--- src/rtl/store_pack_buffer.sv ---
// Store pack buffer: narrows sw/sh/sb data into byte-laned words and queues them toward memory.
// Optional STORE_HAZARD_EN adds a load-address hazard compare against all pending entries.
module store_pack_buffer #(
  parameter int unsigned DEPTH = 4,
  parameter int unsigned PTR_W = 2
) (
  input  logic             clk,
  input  logic             reset,
  input  logic             st_valid,
  output logic             st_ready,
  input  logic [1:0]       st_op,
  input  logic [31:0]      st_addr,
  input  logic [31:0]      st_data,
  output logic             mem_req,
  input  logic             mem_ack,
  output logic [31:0]      mem_addr,
  output logic [31:0]      mem_wdata,
  output logic [3:0]       mem_be,
  output logic             buf_empty,
  output logic [PTR_W:0]   buf_count,
  output logic             addr_err
`ifdef STORE_HAZARD_EN
  ,
  input  logic [31:0]      ld_addr,
  output logic             ld_hazard
`endif
);

  localparam logic [PTR_W:0] FULL_CNT = (PTR_W + 1)'(DEPTH);

  logic [PTR_W-1:0] wr_ptr_q, rd_ptr_q;
  logic [PTR_W:0]   count_q;
  logic             addr_err_q;

  logic [29:0] addr_mem [DEPTH];
  logic [31:0] data_mem [DEPTH];
  logic [3:0]  be_mem   [DEPTH];

  logic [31:0] pk_wdata;
  logic [3:0]  pk_be;
  logic        pk_err;
  logic        push, pop, handshake;

  always_comb begin
    pk_wdata = st_data;
    pk_be    = 4'b0000;
    pk_err   = 1'b0;
    case (st_op)
      2'b00: begin
        pk_be  = 4'b1111;
        pk_err = (st_addr[1:0] != 2'b00);
      end
      2'b01: begin
        pk_wdata = {st_data[15:0], st_data[15:0]};
        pk_be    = st_addr[1] ? 4'b1100 : 4'b0011;
        pk_err   = st_addr[0];
      end
      2'b10: begin
        pk_wdata = {4{st_data[7:0]}};
        pk_be    = 4'b0001 << st_addr[1:0];
      end
      default: pk_err = 1'b1;
    endcase
  end

  assign st_ready  = (count_q != FULL_CNT);
  assign buf_empty = (count_q == '0);
  assign buf_count = count_q;
  assign mem_req   = !buf_empty;
  assign addr_err  = addr_err_q;

  assign handshake = st_valid && st_ready;
  assign push      = handshake && !pk_err;
  assign pop       = mem_req && mem_ack;

  // Head outputs are forced to zero while empty so stale entries never leak out.
  assign mem_addr  = mem_req ? {addr_mem[rd_ptr_q], 2'b00} : '0;
  assign mem_wdata = mem_req ? data_mem[rd_ptr_q] : '0;
  assign mem_be    = mem_req ? be_mem[rd_ptr_q] : '0;

  always_ff @(posedge clk or posedge reset) begin
    if (reset) begin
      wr_ptr_q   <= '0;
      rd_ptr_q   <= '0;
      count_q    <= '0;
      addr_err_q <= 1'b0;
    end else begin
      addr_err_q <= handshake && pk_err;
      if (push) wr_ptr_q <= wr_ptr_q + PTR_W'(1);
      if (pop)  rd_ptr_q <= rd_ptr_q + PTR_W'(1);
      case ({push, pop})
        2'b10:   count_q <= count_q + 1'b1;
        2'b01:   count_q <= count_q - 1'b1;
        default: count_q <= count_q;
      endcase
    end
  end

  // Entry storage carries no reset; validity is tracked solely by the pointers and count.
  always_ff @(posedge clk) begin
    if (push) begin
      addr_mem[wr_ptr_q] <= st_addr[31:2];
      data_mem[wr_ptr_q] <= pk_wdata;
      be_mem[wr_ptr_q]   <= pk_be;
    end
  end

`ifdef STORE_HAZARD_EN
  logic [PTR_W-1:0] slot;

  always_comb begin
    ld_hazard = 1'b0;
    slot      = '0;
    for (int unsigned i = 0; i < DEPTH; i++) begin
      // Distance from the head decides whether slot i currently holds a live entry.
      slot = PTR_W'(i) - rd_ptr_q;
      if (({1'b0, slot} < count_q) && (addr_mem[i] == ld_addr[31:2])) ld_hazard = 1'b1;
    end
  end
`endif

endmodule

--- config.mk ---
export PLATFORM = sky130hd
export DESIGN_NAME = store_pack_buffer
export DESIGN_NICKNAME = d
export VERILOG_FILES = /design/src/rtl/store_pack_buffer.sv
export SDC_FILE = /design/constraint.sdc
export NUM_CORES = 1
export LEC_CHECK = 0
export CORE_MARGIN = 3
export CORE_UTILIZATION = 59
export CTS_BUF_LIST = sky130_fd_sc_hd__clkbuf_16
export DETAILED_ROUTE_END_ITERATION = 16
export PLACE_DENSITY = 0.93
export SYNTH_ARGS = -nofsm -noshare
export SYNTH_HDL_FRONTEND = slang
export SYNTH_SLANG_ARGS = --single-unit
--- constraint.sdc ---
create_clock -name clk -period 5.1 [get_ports clk]
set_clock_uncertainty 0.2 [all_clocks]
set_input_delay 1.275 -clock clk [delete_from_list [all_inputs] [get_ports clk]]
set_output_delay 1.275 -clock clk [all_outputs]
set_load 0.02 [all_outputs]
== After elaboration in Yosys (flattened, before gate mapping) ==
Memories as Yosys holds them, arrays and structs flattened.
Index checks and enable logic that the tools add are counted.
Widths: inputs -> output; s select.

* Register bits: 8
* Bits in latches: 0
* Memory bits (writable): 264
* Bits in read-only memories: 0
* Bits of input ports: 70
* Output and inout bits: 75
* Logic and storage cells: 37
* Memories kept: 3

* Add/sub/neg operators: 4
* Multipliers: 0
* Div/mod/pow operators: 0
* Order comparisons: 0
* Equality and inequality tests: 5
* Shift operators: 1
* Muxes and demuxes: 10
* Bitwise logic cells: 0
* Reductions and logical operators: 10

{| class="wikitable"
|+ Memory list
! name !! depth !! width !! read ports !! clocked after memory_dff !! write ports !! RTL line !! RTL
|-
| data_mem || 4 || 32 || 1 || 0 || 1 || 36 || <nowiki>logic [31:0] data_mem [DEPTH];</nowiki>
|-
| addr_mem || 4 || 30 || 1 || 0 || 1 || 35 || <nowiki>logic [29:0] addr_mem [DEPTH];</nowiki>
|-
| be_mem || 4 || 4 || 1 || 0 || 1 || 37 || <nowiki>logic [3:0] be_mem [DEPTH];</nowiki>
|}

{| class="wikitable"
|+ Operators with widths
! operator !! number
|-
| $mux 32 || 2
|-
| $pmux 32 s2 || 1
|-
| $pmux 4 s3 || 1
|-
| $mux 4 || 2
|-
| $pmux 3 s2 || 1
|-
| $add 2x1->2 const B || 2
|-
| $eq 2x1->1 const B || 2
|-
| $eq 2x2->1 const B || 2
|-
| $logic_and 1x1->1 || 4
|-
| $reduce_bool 2->1 || 2
|-
| $shl 1x2->4 const A || 1
|-
| $add 3x1->3 const B || 1
|-
| $logic_not 3->1 || 1
|-
| $ne 3x3->1 const B || 1
|-
| $pmux 1 s3 || 1
|-
| $sub 3x1->3 const B || 1
|-
| $logic_not 1->1 || 2
|-
| $logic_not 2->1 || 1
|-
| $mux 1 || 2
|}

== Depth between registers and ports, before layout ==
Gate-level depths: netlist of run 1.

* Depth in word-level cells: 6
* Depth in mapped cells: 11
* Gate-level depth less buffers: 11

== Worst setup path before layout of run 1 ==
OpenSTA, ideal clock, no wires.

* Path type: input port to flip-flop
* Start point: in st_op[0]
* End point: mem addr_mem[0][0] (enable)
* Library setup time: 431 ps
* Data arrival time: 3,577 ps
* Required time: 4,469 ps
* Setup slack: 892 ps
* Stages: 5
* Path buffers: 0
* Path through: inv_1 > ha_1 > a21oi_1 > o211a_1 > and2_1

* Cells in the longest elaborated chain, start to end: 6
* Elaborated cells between the ends (all ways): 8
* Classes of those cells: 2 x eq/ne; 3 x mux; 3 x reduce/logical

{| class="wikitable"
|+ Ends and longest elaborated chain
! what !! RTL line !! RTL
|-
| start: declaration || 11 || <nowiki>input logic [1:0] st_op,</nowiki>
|-
| $eq 2x2->1, or another cell as far along || 48 || <nowiki>case (st_op)</nowiki>
|-
| $pmux 1 s3 (*) || 48 ||
|-
| $logic_not 1->1 (*) || 73 || <nowiki>assign push = handshake && !pk_err;</nowiki>
|-
| $logic_and 1x1->1 (*) || 73 ||
|-
| $mux 1 (*) || 101 || <nowiki>if (push) begin</nowiki>
|-
| $mux 1 (not written as such) (*) || 102 || <nowiki>addr_mem[wr_ptr_q] <= st_addr[31:2];</nowiki>
|-
| end: declaration || 35 ||
|}

Every way passes the cells marked *; elsewhere a longest branch is shown, timed or not.

== Worst setup path in the final report of run 1 ==
* Start point: reg rd_ptr_q[0]
* End point: out mem_addr[8]

* Cells in the longest elaborated chain, start to end: 2

{| class="wikitable"
|+ Ends and longest elaborated chain
! what !! RTL line !! RTL
|-
| start: declaration || 31 || <nowiki>logic [PTR_W-1:0] wr_ptr_q, rd_ptr_q;</nowiki>
|-
| start signal: assignment || 90 || <nowiki>if (pop) rd_ptr_q <= rd_ptr_q + PTR_W'(1);</nowiki>
|-
| $mem_v2 4x30 || n/a ||
|-
| $mux 32 || 77 || <nowiki>assign mem_addr = mem_req ? {addr_mem[rd_ptr_q], 2'b00} : '0;</nowiki>
|-
| end: declaration || 16 || <nowiki>output logic [31:0] mem_addr,</nowiki>
|}

No other way between the ends.

==> key figures, run 1 <==
Synthesis
  – Synth unique cells: 33
  – Share of the synthesized area in the top cell type: 0.723
  – Ys Warns: 0
  – Async set-or-reset flop fraction in the synthesized netlist: 0.0294
  – Cell area after synthesis: 11000 µm²
  – Seq cells post-synth: 272
  – Top post-synthesis cells by area: edfxtp_1, mux4_2, and2_1
  – Cells after Synth: 552
  – Seq/Total Area, Yosys: 0.742
  – Avg Cell Area, Syn: 19.9 µm²
  – Top_reg_cell synth: edfxtp_1
  – Largest area contributor in the netlist: edfxtp_1
  – Post-synth EDFFs: 264

Route
  – DRC errors left: 0
  – Vias per cell: 6.06
  – WL final: 23.2 mm
  – Via Count: 5723
  – Antenna-violating nets left: 0
  – Wire per inst: 24.6 µm
  – Iter 0 DRT Violations: slightly above 500
  – Drt first pass iters: 5

Critical path
  – CP Data Arrival Time: 3.03 ns
  – Critical-path top delay cell: dfrtp_4
  – Req. time, crit path: roughly 3.6 ns
  – Worst setup EP type: output pin
  – WS Path Type: flip-flop to output pin
  – Critical Path Max Stage Delay: between 0.7 and 0.8 ns
  – CP max FO: 26
  – Startpoint types: flip-flop
  – Setup slack, reg-to-reg: 2.08 ns
  – Crit-path cells: buf_4, mux4_2, and2_1, clkdlybuf4s50_1

Die
  – Core Area: 18100 µm²
  – Core Rows: 49
  – Die ar.: 20200 µm²
  – I/O Pins: 145
  – Chip height: 142 µm
  – Initial Util: 0.606
  – Die width: 142 µm

Pwr
  – Worst vdd ir: 0.000464 V
  – Clock share of power: 0.241
  – P_leak: 4.51 nW
  – Pint: 5.40 mW
  – PwrDens: 584 nW/µm²
  – Sw frac: 0.309
  – Sequential Power Share: 0.390
  – Net Switching: 2.42 mW
  – Combinational Power Share: 0.369

Timing
  – Slew HR: 0.269
  – Final setup TNS: 0 ns
  – WHS: 0.308 ns
  – Setup repair after global routing missed its margin: no
  – Worst-Margin Slew: 1.10 ns
  – Slew Limit Fails: 0
  – Achievable Freq: 222 MHz
  – Hold Violations, Final: 0
  – Setup violators final: 0
  – Min cycle time layout: 4.50 ns
  – Final Cycle Share: 0.883

Job
  – Max Cap Viol: 0

Clock tree
  – Clk Latency, worst-skew pair: 0.52 ns
  – Setup bufs post-CTS: 0
  – Clock Tree Buf Depth: 3
  – CTS tree: done
  – Clock Sinks: 272
  – CTS Root Cell: clkbuf_16
  – Cts bufs inserted: 26
  – Hold_buf cts: 0
  – Worst-path clk slew: 0.06 ns
  – Quantity of gates resized following cts: 0
  – H-Tree Depth: 1

Layout
  – Area Overhead vs Synth: 22.2%
  – Antenna Cells: 0
  – Share of layout cells above drive strength 1: 0.161
  – Nets: approximately 780

GRT
  – Initial antenna violation count: 0
  – Total gr overflow: 0
  – Largest net degree at the start of global routing: 71
  – GRT Overall Usage: 0.235
  – First-pass GRT wire length: 35.6 mm
  – Vias in the first global route: 6024

Placed design
  – HPWL after DPL: 14.1 mm
  – IO Port Bufs: 142
  – Routability cong.: between 0.7 and 0.8

Run status
  – Outcome: finished clean

Worst hold path
  – Hold/Removal Path Class: flip-flop to flip-flop
[power groups by stage]
stage          Clock, mW  Combinational (mW)  Sequential (mW)
5_1_grt             1.98                3.06             3.09
2_1_floorplan          0                1.90             2.92
3_5_place_dp           0                2.89             3.10
4_1_cts             1.90                2.93             3.06
6_report            1.88                2.88             3.05
3_3_place_gp           0                2.84             3.06
[cell usage after synthesis, drive strengths merged (3+ instances only)]
master	number
ha	9
dfrtp	8
and2	72
a22oi	8
o22ai	8
buf	18
nor2	14
edfxtp	264
clkbuf	15
inv	20
xor2	3
a22o	8
nand2	8
a21oi	13
mux4	66
xnor2	3
[metal layers]
layer,track usage,part of all wire,vias to the layer above
met4,0.0717,0.031,0
met5,0,0,-
met3,0.0447,0.081,49
met2,0.400,0.52,330
met1,0.313,0.37,2883
li1,-,-,2461
[critical path, delay by kind of cell, from the launching register on]
| kind | cells | cell delay [ns] |
|---|---|---|
| mux | 1 | 0.59 |
| buf+inv | 2 | 0.96 |
| simple gates | 1 | 0.20 |
| flops | 1 | 0.74 |
[cell families after synthesis]
group | after synthesis | synth area share
muxes | 68 | 0.138
DFF | 272 | 0.742
and+or+nand+nor | 100 | 0.0522
buffers and inverters | 53 | 0.0255
adders and majority gates | 10 | 0.0121
AOI/OAI and AO/OA | 42 | 0.0258
other | 1 | 0.000342
xor gates and xnor gates | 6 | 0.00480
[final timing paths]
| check | startpoint | end | cells past startpoint |
|---|---|---|---|
| setup / recovery | rd_ptr_q[0] | mem_addr[8] | 4 |
| hold / removal | buf_count[2] | buf_count[2] | 1 |
| setup reg to reg | buf_count[0] | buf_count[2] | 8 |
| hold reg to reg | buf_count[2] | buf_count[2] | 1 |
| max in group asynchronous | reset | rd_ptr_q[0] | 2 |
| min in group asynchronous | reset | rd_ptr_q[1] | 2 |
[layout by cell type, fill, tap and decap left out, types with 9 or more instances in the layout]
| cell type | netlist | routed |
|---|---|---|
| a21oi_1 | 13 | 13 |
| inv_1 | 20 | 28 |
| mux4_2 | 66 | 66 |
| clkdlybuf4s50_1 | 0 | 142 |
| ha_1 | 9 | 9 |
| edfxtp_1 | 264 | 264 |
| nor2_1 | 14 | 14 |
| and2_1 | 72 | 68 |
| clkbuf_16 | 0 | 27 |
[metrics by stage]
stage | worst slack, ns | utilization | power [mW] | instance area [µm²] | instances
floorplan | 0.892 | - | 4.81 | 11000 | 553
global placement | 1.05 | 0.693 | 5.90 | 12500 | 897
detailed placement | 0.932 | 0.693 | 6.00 | 12500 | 897
CTS | 0.509 | 0.740 | 7.88 | 13400 | 944
global route | 0.424 | 0.740 | 8.14 | 13400 | 944
finish | 0.597 | 0.740 | 7.81 | 13400 | 944
[flip-flops by register name, summed over array words and instances (netlist names)]
| register | cells |
|---|---|
| rd_ptr_q | 2 |
| data_mem | 128 |
| addr_err | 1 |
| wr_ptr_q | 2 |
| addr_mem | 120 |
| buf_count | 3 |
| be_mem | 16 |
[layout make-up]
cell class,count,area [µm²]
Clock buffer,27,676
Clock inverter,20,169
Fill cell,989,4700
Inverter,20,75.1
Multi-Input combinational cell,228,2570
Sequential cell,272,8140
Tap cell,229,287
Timing Repair Buffer,148,1480
Note: power is estimated with default switching activity, not from simulation.
==> run 2, diff against run 1 <==
Settings changed: CORE_UTILIZATION 59 to 55, PLACE_DENSITY 0.93 to 0.88.
Clock period 5.1 ns to 4.3 ns, I/O delays scaled along.
==> run 2 against run 1 <==
Effect of this change: flip-flop and latch count stayed put; register-to-register slack worse by 0.75 ns; via count is 0.24% higher; critical path type unchanged; critical endpoint is now mem_wdata[28]; highest routed layer unchanged.
==> key figures, run 2 (synthesized netlist as in run 1, its figures left out) <==
Pwr
  – Sequential Power Share: 0.377
  – Net Switching: about 2.9 mW
  – PwrDens: ~680 nW/µm²
  – Worst vdd ir: between 0.0003 and 0.0004 V
  – Combinational Power Share: 0.392
  – P_leak: 4.60 nW
  – Tot Pwr: 9.27 mW
  – Pint: roughly 6.4 mW
  – Clock share of power: 0.231
  – Sw frac: 0.310

GRT
  – Initial antenna violation count: 0
  – GRT Overall Usage: 0.212
  – First-pass GRT wire length: about 35 mm
  – Total gr overflow: 0
  – Vias in the first global route: a little over 6000
  – Largest net degree at the start of global routing: 71

Route
  – WL final: 22.8 mm
  – Drt first pass iters: 5
  – Wire per inst: 23.0 µm
  – Via Count: ~5700
  – Antenna-violating nets left: 0
  – Vias per cell: about 5.8
  – DRC errors left: 0
  – Iter 0 DRT Violations: roughly 530

Layout
  – Reg with most FFs: data_mem
  – Max reg flops: approximately 130
  – Top flop regs: data_mem x128, addr_mem x120, be_mem x16
  – Most common cell after layout, fill and taps aside: edfxtp_1
  – Fill cell count: 1176
  – Most frequent cells in the layout: edfxtp_1, clkdlybuf4s50_1, and2_1, mux4_2, inv_1
  – Antenna Cells: 0
  – Share of layout cells above drive strength 1: 0.176
  – Nets: 789
  – Area Overhead vs Synth: 23.8%

Critical path
  – CP max FO: 70
  – Startpoint types: flip-flop
  – Req. time, crit path: between 3 and 4 ns
  – Register-to-Register Path Depth: 6
  – CP Data Arrival Time: 2.82 ns
  – WS Path Type: flip-flop to output pin
  – Worst setup EP type: output pin
  – Setup slack, reg-to-reg: 1.33 ns

Timing
  – Final Cycle Share: 0.953
  – Achievable Freq: 244 MHz
  – Final setup TNS: 0 ns
  – Slew HR: 0.288
  – Worst-Margin Slew: roughly 1.1 ns
  – Slew Limit Fails: 0
  – Min cycle time layout: 4.10 ns
  – Hold Violations, Final: 0
  – Setup violators final: 0
  – Setup repair after global routing missed its margin: no

Die
  – I/O Pins: 145
  – Initial Util: 0.572
  – Die width: between 100 and 150 µm
  – Die ar.: 21700 µm²
  – Core Rows: 50
  – Core Area: 19100 µm²
  – Chip height: 147 µm

Clock tree
  – Hold_buf cts: 0
  – Setup bufs post-CTS: 0
  – CTS tree: done
  – CTS Root Cell: clkbuf_16
  – Clk Latency, worst-skew pair: 0.53 ns
  – H-Tree Depth: 1
  – Cts bufs inserted: 26
  – Worst-path clk slew: 0.06 ns
  – Quantity of gates resized following cts: 0
  – Clock Tree Buf Depth: 3
  – Clock Sinks: roughly 270

Run status
  – Outcome: finished clean

Placed design
  – HPWL after DPL: between 10 and 15 mm
  – Routability cong.: 0.844
  – IO Port Bufs: 142

Worst hold path
  – Min-Delay Path Depth: 1
  – Hold/Removal Path Class: flip-flop to flip-flop

Job
  – Max Cap Viol: 0
-- run 2: cell count changes in the layout (fill, tap and decap cells not counted), moves of 2 or more --
cell / change
clkinv_2: +3
clkinvlp_4: -3
buf_12: +5
buf_4: +7
clkinv_1: +2
-- run 2: final timing paths --
| path | from | end |
|---|---|---|
| min in group asynchronous | reset | rd_ptr_q[0] |
| hold / removal | buf_count[2] | buf_count[2] |
| setup / recovery | buf_count[0] | mem_wdata[28] |
| max in group asynchronous | reset | rd_ptr_q[1] |
| setup reg to reg | buf_count[0] | buf_count[1] |
| hold reg to reg | buf_count[2] | buf_count[2] |
-- run 2: cell type report --
class	instances	area, µm²	area share
Clock inverter	22	160	0.0118
Inverter	20	75.1	0.00553
Sequential cell	272	8130	0.599
Timing Repair Buffer	161	1660	0.122
Tap cell	260	325	0.0240
Clock buffer	26	651	0.0479
Multi-Input combinational cell	228	2570	0.189
-- run 2: through the flow --
step | std cells | worst slack (ns) | area (µm²) | hold slack (ns) | util
5_1_grt | 989 | 0.0207 | 13600 | 0.331 | 0.709
6_report | 989 | 0.201 | 13600 | 0.319 | 0.709
2_1_floorplan | 553 | 0.292 | 11000 | 0.312 | -
3_5_place_dp | 940 | 0.562 | 12700 | 0.322 | 0.665
3_3_place_gp | 940 | 0.640 | 12700 | 0.317 | 0.665
4_1_cts | 988 | 0.0513 | 13500 | 0.326 | 0.707
-- run 2: metal layers --
metal  vias to the layer above  share of wire  global-route usage
li1                       2487              -                   -
met1                      2937           0.40               0.288
met2                       279           0.52               0.368
met3                        34          0.070              0.0352
met4                         0          0.017              0.0447
met5                         -              0                   0
-- run 2: critical path: stages, from the launching register on --
cell,delay [ns]
dfrtp_1,0.42
or3_2,0.95
and2_1,0.36
clkdlybuf4s50_1,0.55
-- run 2: power groups by stage --
stage / registers, mW / clock network, mW / logic, mW
after floorplan: 3.46 / 0 / 2.25
after global placement: 3.55 / 0 / 3.56
after detailed placement: 3.58 / 0 / 3.61
after CTS: 3.53 / 2.19 / 3.63
after global routing: 3.53 / 2.30 / 3.86
final: 3.50 / 2.14 / 3.63
